`src/rtl/mux4_sel_arbiter.sv`:
```
// Round-robin select generator for a 4:1 mux.
// Grants a requesting channel on S for at most DWELL cycles, then rotates.
module mux4_sel_arbiter #(
    parameter int DWELL = 4,
    parameter int CW    = 8
) (
    input  logic       clk,
    input  logic       rst,
    input  logic       en,
    input  logic [3:0] req,
    input  logic       done,
    output logic [1:0] S,
    output logic [3:0] grant,
    output logic       valid,
    output logic       new_grant
);

    typedef enum logic {IDLE = 1'b0, GRANT = 1'b1} state_t;

    state_t        state_q, state_d;
    logic [1:0]    last_q, last_d;
    logic [CW-1:0] cnt_q, cnt_d;
    logic [1:0]    s_q, s_d;
    logic [3:0]    grant_q, grant_d;
    logic          valid_q, valid_d;
    logic          new_grant_q, new_grant_d;

    logic [1:0]    win;
    logic [1:0]    idx;
    logic          found;
    logic          release_c;
    logic          load;

    // Scan last+1 .. last+4 so the previous owner has lowest priority.
    always_comb begin
        win   = last_q;
        idx   = '0;
        found = 1'b0;
        for (int i = 1; i <= 4; i++) begin
            idx = last_q + 2'(i);
            if (!found && req[idx]) begin
                win   = idx;
                found = 1'b1;
            end
        end
    end

    assign release_c = (cnt_q == '0) || done || !req[s_q] || !en;
    assign load      = en && found && ((state_q == IDLE) || release_c);

    // State register
    always_ff @(posedge clk or posedge rst) begin
        if (rst) begin
            state_q     <= IDLE;
            last_q      <= 2'b11;
            cnt_q       <= '0;
            s_q         <= 2'b00;
            grant_q     <= 4'b0000;
            valid_q     <= 1'b0;
            new_grant_q <= 1'b0;
        end else begin
            state_q     <= state_d;
            last_q      <= last_d;
            cnt_q       <= cnt_d;
            s_q         <= s_d;
            grant_q     <= grant_d;
            valid_q     <= valid_d;
            new_grant_q <= new_grant_d;
        end
    end

    // Next-state logic
    always_comb begin
        state_d = state_q;
        unique case (state_q)
            IDLE:    if (load) state_d = GRANT;
            GRANT:   if (release_c && !load) state_d = IDLE;
            default: state_d = IDLE;
        endcase
    end

    // Registered outputs and datapath
    always_comb begin
        last_d      = last_q;
        cnt_d       = cnt_q;
        s_d         = s_q;
        grant_d     = grant_q;
        valid_d     = valid_q;
        new_grant_d = 1'b0;
        if (load) begin
            last_d      = win;
            cnt_d       = CW'(DWELL - 1);
            s_d         = win;
            grant_d     = 4'b0001 << win;
            valid_d     = 1'b1;
            new_grant_d = 1'b1;
        end else if (state_q == GRANT && !release_c) begin
            cnt_d = cnt_q - CW'(1);
        end else begin
            grant_d = 4'b0000;
            valid_d = 1'b0;
        end
    end

    assign S         = s_q;
    assign grant     = grant_q;
    assign valid     = valid_q;
    assign new_grant = new_grant_q;

endmodule

```
`config.mk`:
```
export PLATFORM = sky130hd
export DESIGN_NAME = mux4_sel_arbiter
export DESIGN_NICKNAME = d
export VERILOG_FILES = /design/src/rtl/mux4_sel_arbiter.sv
export SDC_FILE = /design/constraint.sdc
export NUM_CORES = 1
export LEC_CHECK = 0
export ABC_CLOCK_PERIOD_IN_PS = 2300
export BUFFER_PORTS_ARGS = -buffer_cell sky130_fd_sc_hd__buf_2
export CORE_AREA = 2 2 48 50
export CTS_CLUSTER_DIAMETER = 100
export DETAILED_ROUTE_END_ITERATION = 8
export DIE_AREA = 0 0 50 52
export PLACE_DENSITY = 0.78
export SLEW_MARGIN = 20
export SYNTH_ARGS = -nofsm -noshare
export SYNTH_HDL_FRONTEND = slang
export SYNTH_SLANG_ARGS = --single-unit
```
`constraint.sdc`:
```
create_clock -name clk -period 2.3 [get_ports clk]
set_clock_uncertainty 0.1 [all_clocks]
set_input_delay 0.115 -clock clk [delete_from_list [all_inputs] [get_ports clk]]
set_output_delay 0.115 -clock clk [all_outputs]
set_load 0.02 [all_outputs]
```
==> flow_summary.ini <==
[outcome]
outcome = finished clean

[final_layout]
mostFrequentLayoutCells = 17 x dfrtp_1, 15 x buf_2, 10 x nand2_1, 8 x o21ai_0, 6 x nand3_1
drive_gt1_frac = 0.304
nets = 123
num_antenna_cells = 0
syn_to_final_growth_pct = 14.3
final_common_cell = dfrtp_1

[global_routing]
gr-total-overflow = 0
grt_max_degree = 20
grt_pass1_vias = 708
grt_antenna_before_repair = 0
grt_usage = 0.180
grt_pass1_wl_mm = 3.37

[routing]
wl_mm = 1.93
vias_per_cell = 5.51
vias = 771
drc = 0
dr.pass1.iters = 5
wl_per_cell_um = 13.8
initialDrtViolationCount = 21
antenna_left = 0

[sta]
tightest_slew_ns = 0.701
period_needed_ns = 2.18
relSlewSlack = 0.532
grt_setup_unrepaired = false
final-hold-violation-count = 0
layout_setup_ws_ns = 0.123
setup_violations = 0
setup_tns_ns = 0
drv_slew = 0
fmax_mhz = 459
period_share = 0.947

[die]
ioPinCount = 16
core.rowCount = 17
die_w_um = 50
dieArea_um2 = 2600
core-area_um2 = 2110
start_util = 0.475
die_h_um = 52

[logic_synthesis]
synthMuxAreaShare = 0.0675
syn_avg_cell_area_um2 = 10.9
synth.net_count = 102
synth_xor_area_frac = 0.0262
synthFlopType = dfrtp_1
synth_top_family_by_area = compound AO/OA/AOI/OAI gates
ys_warn_count = 0
synth-simple-area-share = 0.181
synth_cells = 92
ys_async_sr_fraction = 1.00
synth_fa_ha_area_frac = 0.0250
seq_area_frac_synth = 0.478
synth_compound_area_frac = 0.189
synth-edff-count = 0
synth_cell_types = 35
ys_seq_elements = 19
syn-cell-area_um2 = 1000

[critical_path]
crit_type = reg -> reg
cp.depth = 6
crit_buf_inv = 1
worstPathRequired_ns = 2.40
cp_top_family = simple AND/OR/NAND/NOR gates
crit_fanout = 16
path_cells = inv_1 > ha_1 > or3b_2 > o211a_4 > nor2_4 > mux2_2
crit_slowest_cell = or3b_2
r2r_cells = 6
arrival_ns = 2.28
start_kind = register
slowest_delay_ns = 0.45
worstSetupEndpointType = register

[flow_run]
cap_violations = 0

[placement]
dp_slack_ns = 0.111
gp_congestion = 0.828
hpwl_mm = 1.43
numPortBuffers = 15

[cts]
clockBufferDepth = 2
cts-root-buf = clkbuf_4
clk_pin_slew_ns = 0.10
clk_latency_ns = 0.30
htreeDepth = 1
cts_tree = built
cts_buffers = 3
post_cts_buffers = 0
cts.sinks = 19

[power_and_ir_drop]
power.leakage_uw = 0.000522
powerDensity_nw_per_um2 = 903
ir_worst_vdd_mv = 0.874

[hold_path]
hold_path.class = in -> reg
hold_depth = 4
-- layout make-up --
cell class | count | area [µm²]
multi-input combinational | 66 | 489
timing repair buffer | 17 | 92.6
sequential | 19 | 478
tap | 28 | 35.0
inverter | 6 | 22.5
fill | 183 | 962
clock buffer | 4 | 26.3
-- where the power goes --
group | leakage, µW | internal [µW] | switching, µW
logic | 0.000269 | 161 | 217
registers | 0.000238 | 422 | 65.0
clock network | 0.0000150 | 67.7 | 100
-- flip-flops by register name, summed over array words and instances (netlist names) --
signal and count:
new_grant 1, S 2, valid 1, last_q 2, grant 4, cnt_q 8, state_q 1
-- synthesized netlist by cell type, types with 2 or more instances --
master	count	area, µm²
nand2_1	10	37.5
nor2_1	3	11.3
mux2_2	4	45.0
nand2b_1	2	12.5
nor2b_1	2	12.5
a31oi_1	2	12.5
nor3_1	2	10.0
nor4_1	2	12.5
dfrtp_1	17	425
nand3_1	6	30.0
xnor2_1	2	17.5
o21a_1	2	15.0
dfstp_2	2	52.6
a21oi_1	2	10.0
inv_1	6	22.5
o21ai_0	8	40.0
ha_1	2	25.0
-- tightest hold or removal path, cell delays in order --
cell     delay, ns
buf_2         0.12
o41ai_4       0.04
buf_4         0.18
nor2_4        0.06
-- per-layer routing --
| metal | track usage | routed length [µm] | vias to the layer above |
|---|---|---|---|
| met5 | 0 | 0 | - |
| met4 | 0.139 | 61 | 0 |
| met3 | 0.0172 | 56 | 5 |
| met2 | 0.254 | 877 | 18 |
| met1 | 0.252 | 938 | 371 |
| li1 | - | - | 377 |
-- cell families after synthesis --
family,after synthesis
compound gates,23
xor+xnor,3
mux,5
flops,19
buf+inv,7
fa+ha+maj,2
simple gates,33
-- what timing repair did --
action                                  CTS  global route
resized for setup                         0             1
endpoints found under the hold margin    17             0
endpoints found under the setup margin    0             2
hold buffers                              1             0
-- worst paths after layout --
kind / from / end / slack (ns)
max in group asynchronous: rst / cnt_q[0]$_DFFE_PP0P_ / 1.31
setup / recovery: cnt_q[1]$_DFFE_PP0P_ / S[0]$_DFFE_PP0P_ / 0.12
hold / removal: en / new_grant$_DFF_PP0_ / 0.15
setup reg to reg: cnt_q[1]$_DFFE_PP0P_ / S[0]$_DFFE_PP0P_ / 0.12
hold reg to reg: grant[0]$_DFFE_PP0P_ / grant[0]$_DFFE_PP0P_ / 0.38
min in group asynchronous: rst / new_grant$_DFF_PP0_ / 0.34
-- stage by stage --
stage	util	power (µW)	hold WS (ns)	area [µm²]	instances
after global routing	0.543	1100	0.178	1140	140
after detailed placement	0.526	869	0.156	1110	135
after CTS	0.543	1040	0.151	1140	140
after global placement	0.526	855	0.145	1110	135
after floorplan	-	754	-0.0354	1000	92
final	0.543	1030	0.153	1140	140
Note: power is estimated with default switching activity, not from simulation.
